`src/rtl/app_ctrl_pkg.sv`:
```
// Shared encodings and blank-display constants for the app controller.
package app_ctrl_pkg;

  typedef enum logic [1:0] {
    ST_MENU = 2'd0,
    ST_INIT = 2'd1,
    ST_RUN  = 2'd2,
    ST_OVER = 2'd3
  } app_state_e;

  localparam logic [3:0] AN_OFF  = 4'hF;
  localparam logic [7:0] SEG_OFF = 8'hFF;

endpackage

```
`src/rtl/app_out_mux.sv`:
```
// Selects the OLED / seven-segment source for the current state and registers it,
// so every output lags its source (and any state change) by exactly one clock.
module app_out_mux
  import app_ctrl_pkg::*;
#(
  parameter int NUM_APPS = 4,
  parameter int PIX_W    = 16,
  parameter int SW       = $clog2(NUM_APPS)
) (
  input  logic                      clk,
  input  logic                      rst_n,
  input  app_state_e                state,
  input  logic [SW-1:0]             sel,
  input  logic [PIX_W-1:0]          oled_menu,
  input  logic [PIX_W-1:0]          oled_over,
  input  logic [NUM_APPS*PIX_W-1:0] oled_app,
  input  logic [NUM_APPS*4-1:0]     an_app,
  input  logic [NUM_APPS*8-1:0]     seg_app,
  output logic [PIX_W-1:0]          oled_data,
  output logic [3:0]                an,
  output logic [7:0]                seg
);

  logic [PIX_W-1:0] pix_next;
  logic [3:0]       an_next;
  logic [7:0]       seg_next;

  always_comb begin
    pix_next = oled_menu;
    an_next  = AN_OFF;
    seg_next = SEG_OFF;
    case (state)
      ST_MENU: pix_next = oled_menu;
      ST_INIT: pix_next = '0;
      ST_RUN: begin
        pix_next = oled_app[int'(sel)*PIX_W +: PIX_W];
        an_next  = an_app[int'(sel)*4 +: 4];
        seg_next = seg_app[int'(sel)*8 +: 8];
      end
      // Game-over screen keeps the app's score on the seven-segment display.
      ST_OVER: begin
        pix_next = oled_over;
        an_next  = an_app[int'(sel)*4 +: 4];
        seg_next = seg_app[int'(sel)*8 +: 8];
      end
      default: pix_next = oled_menu;
    endcase
  end

  always_ff @(posedge clk or negedge rst_n) begin
    if (!rst_n) begin
      oled_data <= '0;
      an        <= AN_OFF;
      seg       <= SEG_OFF;
    end else begin
      oled_data <= pix_next;
      an        <= an_next;
      seg       <= seg_next;
    end
  end

endmodule

```
`src/rtl/app_controller.sv`:
```
// App lifecycle FSM (menu -> init -> run -> game-over) plus output routing.
// Optional double-press abort from RUN is enabled by defining APP_ABORT_EN.
module app_controller
  import app_ctrl_pkg::*;
#(
  parameter int NUM_APPS     = 4,
  parameter int PIX_W        = 16,
  parameter int INIT_TIMEOUT = 2000,
  parameter int OVER_TICKS   = 3000,
  parameter int ABORT_WINDOW = 500
) (
  input  logic                        clk,
  input  logic                        rst_n,
  input  logic                        tick,
  input  logic                        btn_c,
  input  logic                        btn_u,
  input  logic                        btn_d,
  input  logic [NUM_APPS-1:0]         app_ready,
  input  logic [NUM_APPS-1:0]         app_ended,
  input  logic [PIX_W-1:0]            oled_menu,
  input  logic [PIX_W-1:0]            oled_over,
  input  logic [NUM_APPS*PIX_W-1:0]   oled_app,
  input  logic [NUM_APPS*4-1:0]       an_app,
  input  logic [NUM_APPS*8-1:0]       seg_app,
  output logic [1:0]                  state,
  output logic [$clog2(NUM_APPS)-1:0] sel,
  output logic [NUM_APPS-1:0]         app_init,
  output logic [NUM_APPS-1:0]         app_run,
  output logic [PIX_W-1:0]            oled_data,
  output logic [3:0]                  an,
  output logic [7:0]                  seg
);

  localparam int SW   = $clog2(NUM_APPS);
  localparam int TMAX = (INIT_TIMEOUT > OVER_TICKS) ? INIT_TIMEOUT : OVER_TICKS;
  localparam int TW   = $clog2(TMAX + 1);

  app_state_e          st;
  logic [TW-1:0]       timer;
  logic [TW-1:0]       timer_sat;
  logic [NUM_APPS-1:0] sel_onehot;
  logic                abort_hit;

  assign state      = st;
  assign sel_onehot = NUM_APPS'(1) << sel;
  // Timer only advances on tick and holds at all-ones instead of wrapping.
  assign timer_sat  = (tick && (timer != '1)) ? timer + 1'b1 : timer;

`ifdef APP_ABORT_EN
  localparam int AW = $clog2(ABORT_WINDOW + 1);
  logic          armed;
  logic [AW-1:0] abort_cnt;

  assign abort_hit = btn_c && armed;

  // A first btn_c arms the window; it is forgotten once more than ABORT_WINDOW ticks pass.
  always_ff @(posedge clk or negedge rst_n) begin
    if (!rst_n) begin
      armed     <= 1'b0;
      abort_cnt <= '0;
    end else if (st != ST_RUN) begin
      armed     <= 1'b0;
      abort_cnt <= '0;
    end else if (btn_c) begin
      armed     <= !armed;
      abort_cnt <= '0;
    end else if (armed && tick) begin
      if (abort_cnt >= AW'(ABORT_WINDOW)) armed <= 1'b0;
      else abort_cnt <= abort_cnt + 1'b1;
    end
  end
`else
  assign abort_hit = 1'b0;
`endif

  always_ff @(posedge clk or negedge rst_n) begin
    if (!rst_n) begin
      st       <= ST_MENU;
      sel      <= '0;
      timer    <= '0;
      app_init <= '0;
      app_run  <= '0;
    end else begin
      timer <= timer_sat;
      case (st)
        ST_MENU: begin
          if (btn_c) begin
            st       <= ST_INIT;
            timer    <= '0;
            app_init <= sel_onehot;
          end else if (btn_u && !btn_d) begin
            sel <= (sel == '0) ? SW'(NUM_APPS - 1) : sel - 1'b1;
          end else if (btn_d && !btn_u) begin
            sel <= (sel == SW'(NUM_APPS - 1)) ? '0 : sel + 1'b1;
          end
        end
        ST_INIT: begin
          if (app_ready[sel]) begin
            st       <= ST_RUN;
            app_init <= '0;
            app_run  <= sel_onehot;
          end else if (tick && (timer >= TW'(INIT_TIMEOUT - 1))) begin
            st       <= ST_MENU;
            app_init <= '0;
          end
        end
        ST_RUN: begin
          if (app_ended[sel]) begin
            st      <= ST_OVER;
            timer   <= '0;
            app_run <= '0;
          end else if (abort_hit) begin
            st      <= ST_MENU;
            app_run <= '0;
          end
        end
        ST_OVER: begin
          if (btn_c || (tick && (timer >= TW'(OVER_TICKS - 1)))) st <= ST_MENU;
        end
        default: st <= ST_MENU;
      endcase
    end
  end

  app_out_mux #(
    .NUM_APPS(NUM_APPS),
    .PIX_W   (PIX_W),
    .SW      (SW)
  ) u_out_mux (
    .clk      (clk),
    .rst_n    (rst_n),
    .state    (st),
    .sel      (sel),
    .oled_menu(oled_menu),
    .oled_over(oled_over),
    .oled_app (oled_app),
    .an_app   (an_app),
    .seg_app  (seg_app),
    .oled_data(oled_data),
    .an       (an),
    .seg      (seg)
  );

endmodule
```
`config.mk`:
```
export PLATFORM = sky130hd
export DESIGN_NAME = app_controller
export DESIGN_NICKNAME = d
export VERILOG_FILES = /design/src/rtl/app_ctrl_pkg.sv /design/src/rtl/app_out_mux.sv /design/src/rtl/app_controller.sv
export SDC_FILE = /design/constraint.sdc
export NUM_CORES = 1
export LEC_CHECK = 0
export ABC_AREA = 1
export BUFFER_PORTS_ARGS = -buffer_cell sky130_fd_sc_hd__buf_4
export CAP_MARGIN = 20
export CORE_ASPECT_RATIO = 0.7
export CORE_MARGIN = 1.5
export CORE_UTILIZATION = 44
export DETAILED_ROUTE_END_ITERATION = 10
export GPL_ROUTABILITY_DRIVEN = 1
export MAX_ROUTING_LAYER = met4
export PLACE_DENSITY = 0.78
export REMOVE_ABC_BUFFERS = 1
export SYNTH_ARGS = -nofsm -noshare
export SYNTH_HDL_FRONTEND = slang
export SYNTH_SLANG_ARGS = --single-unit
```
`constraint.sdc`:
```
create_clock -name clk -period 2.3 [get_ports clk]
set_input_delay 0.575 -clock clk [delete_from_list [all_inputs] [get_ports clk]]
set_output_delay 0.575 -clock clk [all_outputs]
set_load 0.05 [all_outputs]
```
## After elaboration in Yosys (flattened, before gate mapping)

Cells that the tools add are included.

| storage, ports and cells | value |
|---|---|
| register bits | 52 |
| input port bits | 158 |
| output and inout bits | 40 |
| word-level logic and storage cells | 75 |

| operators by class | value |
|---|---|
| add/subtract/negate cells | 3 |
| order comparisons | 3 |
| equality and inequality tests | 10 |
| shift operators | 4 |
| muxes and demuxes | 28 |
| bitwise gates (word level) | 1 |
| reduce and logical (&&, ||, !) cells | 18 |

Operator list:

| kind | count |
|---|---|
| one-hot mux 16 bit (4 select lines) | 1 |
| indexed part select 64 x 7 -> 16 bit | 1 |
| 2-to-1 mux 12 bit | 3 |
| indexed part select 32 x 6 -> 8 bit | 1 |
| 2-to-1 mux 4 bit | 6 |
| one-hot mux 12 bit (2 select lines) | 1 |
| 2-to-1 mux 2 bit | 9 |
| one-hot mux 4 bit (2 select lines) | 2 |
| indexed part select 16 x 5 -> 4 bit | 1 |
| adder 12 x 1 -> 12 bit, second input constant | 1 |
| greater-or-equal comparator 12 x 11 -> 1 bit, second input constant | 1 |
| greater-or-equal comparator 12 bit, second input constant | 1 |
| != test 12 bit, second input constant | 1 |
| AND reduction 3 bit | 3 |
| 2-to-1 mux 8 bit | 1 |
| != test 2 bit, second input constant | 4 |
| one-hot mux 2 bit (4 select lines) | 1 |
| == test 2 bit, second input constant | 3 |
| nonzero test 2 bit | 3 |
| logical AND 1 bit | 5 |
| binary-select mux 1 bit (select 2 bit) | 2 |
| zero test 2 bit | 2 |
| AND reduction 4 bit | 1 |
| left shift 1 x 2 -> 4 bit, first input constant | 1 |
| other kinds (10) | 12 |

## Longest topological paths before layout

| depth | value |
|---|---|
| word-level depth | 5 |
| depth in mapped cells | 11 |
| mapped depth without buffers | 11 |

## Modules after synthesis

A second synthesis with hierarchy kept.

| unflattened totals | value |
|---|---|
| cells, all modules | 601 |
| area total of the unflattened synthesis | 3930.0 um^2 |

By module, submodules not included:

| module | times used | cells each | area an instance (um^2) | seq. area each (um^2) |
|---|---|---|---|---|
| app_out_mux | 1 | 415 | 2443.6 | 715.7 |
| app_controller | 1 | 186 | 1486.4 | 600.6 |

## Least setup slack after synthesis

Ideal clock, no wire load.

| timing | value |
|---|---|
| path kind | reg-to-reg |
| start point | register sel[0] |
| end point | register sel[1] |
| setup time | 0.139 ns |
| arrival | 1.783 ns |
| data required time | 2.161 ns |
| setup slack | 0.379 ns |
| stages on the path, launching flop included | 8 |
| buffers on the path | 2 |
| period minus slack after synthesis | 1.921 ns |
| path through | dfrtp_1 -> buf_2 -> inv_2 -> clkbuf_1 -> ha_1 -> xor2_1 -> nand2_1 -> o21ai_0 |

| between the ends | value |
|---|---|
| cells in the longest elaborated chain, start to end | 4 |
| elaborated cells between the ends (all ways) | 8 |
| classes of those cells | 2 x add/sub; 1 x eq/ne; 4 x mux; 1 x reduce/logical |

Ends and longest elaborated chain:

| what | line | RTL |
|---|---|---|
| from (decl) | app_controller.sv:26 | `output logic [$clog2(NUM_APPS)-1:0] sel,` |
| from (signal assigned) | app_controller.sv:92 | `sel <= (sel == '0) ? SW'(NUM_APPS - 1) : sel - 1'b1;` |
| from (signal assigned) | app_controller.sv:94 | `sel <= (sel == SW'(NUM_APPS - 1)) ? '0 : sel + 1'b1;` |
| adder 2 x 1 -> 2 bit or == test 2 bit (tied branches) | app_controller.sv:94 |  |
| 2-to-1 mux 2 bit | app_controller.sv:94 |  |
| 2-to-1 mux 2 bit | app_controller.sv:93 | `end else if (btn_d && !btn_u) begin` |
| 2-to-1 mux 2 bit (*) | app_controller.sv:91 | `end else if (btn_u && !btn_d) begin` |

Every way passes the cells marked *; elsewhere a longest branch is shown, timed or not. The select of a mux whose other input is x is not followed.
A chain may end at the register's enable or synchronous reset.

## Worst setup path after layout

| timing | value |
|---|---|
| start point | register sel[1] |
| end point | output port sel[1] |

No word-level cell between the ends.

==> summary.txt <==
Cells and area
  – Area delta synth->final: 49.2%
  – Design area: between 4000 and 5000 um^2
  – Fin cells: roughly 760
  – Net count, final: between 800 and 900
  – Ant. Diodes: 0
  – Footprint of the multi-input gates: roughly 1700 um^2
  – Layout fillers: 602
  – Sequential cell area: roughly 1300 um^2
  – Share of cells above drive strength 1: 36.0%

Drt
  – Vias per std cell: around 5.4
  – Wirelength per Cell: about 15 um
  – Via count: just over 4,000
  – Initial DRC count: approximately 350
  – Post-route DRC violation count: 0
  – Final ANT Viol Nets: 0
  – Router iterations before antenna repair: 5
  – Wirelength, routed: ~11 mm

Clock tree
  – Clk sink count: 52
  – CTS resizes: 0
  – Clock latency on the worst-skew pair: approximately 0.3 ns
  – Post-CTS Setup Bufs: 0
  – TritonCTS clock tree: yes
  – Hold-fix buffers, CTS: 0
  – Clock buffer depth: 2
  – Num CTS Buffers: 5
  – Clk pin slew, worst setup/hold paths: approximately 0.090 ns
  – Root buffer cell: clkbuf_8
  – H-tree levels: 2

Timing
  – Max_slew headroom: a little over half
  – Final setup vio count: 0
  – Post-route setup TNS: 0 ns
  – Slew Limit Fails: 0
  – Slew @ Worst Pin: between 0.6 and 0.7 ns
  – Period minus WS final: around 1.9 ns
  – RSZ-0062 raised after global routing: false
  – Final period util: a little over four fifths
  – Hold Vio Cnt, Final: 0
  – Fin worst setup slack: roughly 0.37 ns
  – Clock skew: about 0.0077 ns
  – Achievable Freq: between 0.5 and 0.6 GHz

Critical path
  – Max FO, Critical Path: 29
  – Critical path startpoint: sel[1]
  – Critical Path AT: approximately 1.4 ns
  – Most used cell, CP: buf_4
  – Crit path cell chain: buf_4 -> buf_4
  – Top delay family on crit path: buffers and inverters
  – Reg2Reg Launch Point: sel[1]
  – Setup CP Type: reg2out
  – WP buf/inv: 2
  – Setup crit end kind: primary output
  – WP data required: between 1.5 and 2 ns
  – Startpoint Class: flip-flop
  – Critical path's slowest cell: dfrtp_1
  – Slowest stage delay, CP: about 0.46 ns

Floorplanning
  – Die Area: 8090 um^2
  – Initial Util: a little under half
  – FP Rows: 26
  – Num ports: between 150 and 200
  – Core footprint: 7320 um^2
  – Die height: 75.7 um
  – Die width: ~110 um

Pwr
  – Maximum VDD drop: ~0.00070 V
  – Comb pwr share: 65.7%
  – P per Cell Area: 1220 nW/um^2
  – NetSw: between 3000 and 4000 uW
  – Leakage: about 0.0026 uW
  – P_int: 2790 uW
  – Clk pwr share: between 8 and 9%
  – Sw Share: a little over half
  – Design Power: 6060 uW
  – Flop pwr share: about a quarter

Yosys
  – Simple-Gate Fraction of Synth Area: about a third
  – Synth Area in Compound Gates: between 10% and 20%
  – Count of different cell masters after synthesis: 26
  – Adder-Cell Fraction of Synth Area: between 2 and 2.5%
  – Synth warnings: 0
  – Mux contribution to synthesized area: 0%
  – Synth Register Bits: 52
  – Sequential cell area fraction in the yosys report: 39.6%
  – Post-Synth XOR/XNOR Area: less than 1%
  – Syn Inst Count: roughly 480
  – Combinational family with the most area after synthesis: simple AND/OR/NAND/NOR gates
  – Syn Std Cell Area: between 3000 and 4000 um^2
  – Syn Area/Cell: between 6 and 7 um^2

Global routing
  – Largest net degree at the start of global routing: 53
  – Total track usage: 28.6%
  – Vias in the first global route: between 3,000 and 4,000
  – Antenna violations before repair: 0
  – Global-route wire length before repair: 17.4 mm
  – GRT overflow: 0

Place
  – Final GP Congestion: roughly 0.89
  – Post-Place Cell Area: between 4000 and 5000 um^2
  – DP Worst Slack: roughly 0.53 ns
  – Post-DP HPWL: roughly 8.5 mm
  – Inst Count DP: 756
  – Port Buffers: 197

Flow run
  – Max-Cap Viols: 0

Status
  – Status: complete, no violations

Min path
  – Worst hold path class: in2async
## worst register-to-register path, cell delays in order (launching register included)
cell,delay (ns)
dfrtp_1,0.46
inv_1,0.39
nand3_1,0.21
nand3_2,0.19
nand2_2,0.11
inv_2,0.16
o21ai_0,0.12
nor2_1,0.11
## area by class of cell
class / instances / area share (%)
clock inverters: 1 / 0.101
well taps: 98 / 2.47
multi-input cells: 360 / 35.1
flip-flops and latches: 52 / 26.6
inverters: 41 / 3.11
clock buffers: 7 / 1.54
repair buffers: 205 / 31.1
## layout by cell type (no fill, tap or decap)
master / synthesis / final
nor2_4: 1 / 1
xor2_1: 1 / 1
a21oi_1: 21 / 21
nor2_1: 51 / 51
buf_4: 0 / 205
clkbuf_8: 0 / 5
o221ai_1: 12 / 12
dfstp_2: 12 / 12
nand4_1: 6 / 6
nand2_1: 124 / 124
inv_2: 3 / 3
o21ai_0: 45 / 45
a21oi_2: 3 / 3
clkbuf_1: 15 / 2
nor3_1: 2 / 2
a21boi_0: 1 / 1
nand3_2: 2 / 2
clkinv_2: 0 / 1
dfrtp_2: 0 / 1
nor2_2: 1 / 1
nand3_1: 75 / 75
nor3_4: 1 / 1
o21a_1: 3 / 3
nand2_2: 5 / 5
dfrtp_1: 40 / 39
inv_1: 38 / 38
ha_1: 6 / 6
## cell usage after synthesis, drive strengths merged
library cell | n | area [um^2]
xor2 | 1 | 8.76
a21boi | 1 | 7.51
o21a | 3 | 22.5
o221ai | 12 | 105
nand2 | 129 | 497
dfrtp | 40 | 1000
ha | 6 | 75.1
buf | 10 | 55.1
nor2 | 53 | 209
a21oi | 24 | 131
inv | 41 | 154
clkbuf | 15 | 56.3
nand4 | 6 | 37.5
dfstp | 12 | 315
nor3 | 3 | 26.3
o21ai | 45 | 225
nand3 | 77 | 395
## registers in the layout, indices dropped and copies added, names as in the netlist, named ones only
name,cells
u_out_mux.oled_data,16
timer,12
u_out_mux.seg,8
app_init,4
app_run,4
u_out_mux.an,4
sel,2
state,1
## power by group through the flow
stage	registers (uW)	clock network (uW)	logic [uW]
after CTS	1570	521	3970
final	1570	507	3980
after detailed placement	1590	0	3960
after floorplan	2830	0	1360
after global placement	1570	0	3900
after global routing	1610	559	4300
## worst paths after layout
path	cells after the start	end	slack [ns]
worst min-delay path	1	app_run[3]	0.29
max in group asynchronous	1	sel[0]	1.50
worst max register to register	7	timer[9]	0.47
min in group clk	3	u_out_mux.oled_data[13]	0.48
worst max-delay path	2	sel[1]	0.37
worst min register to register	2	app_init[0]	0.51
## metrics by stage
stage          utilization (%)  hold slack [ns]
2_1_floorplan                -            0.279
3_3_place_gp              66.6            0.489
6_report                  67.7            0.291
4_1_cts                   67.7            0.319
5_1_grt                   67.7            0.350
3_5_place_dp              66.6            0.491
## layer usage
metal	global-route usage [%]	routed length [um]
met1	32.4	4500
met5	-	0
met3	4.79	889
met4	11.7	351
met2	51.6	5480
## cell families after synthesis
family,Yosys count
AOI/OAI and AO/OA,85
and+or+nand+nor,268
DFF,52
adders and majority gates,6
buffers and inverters,66
xor gates and xnor gates,1
(Power assumes the default switching activity.)
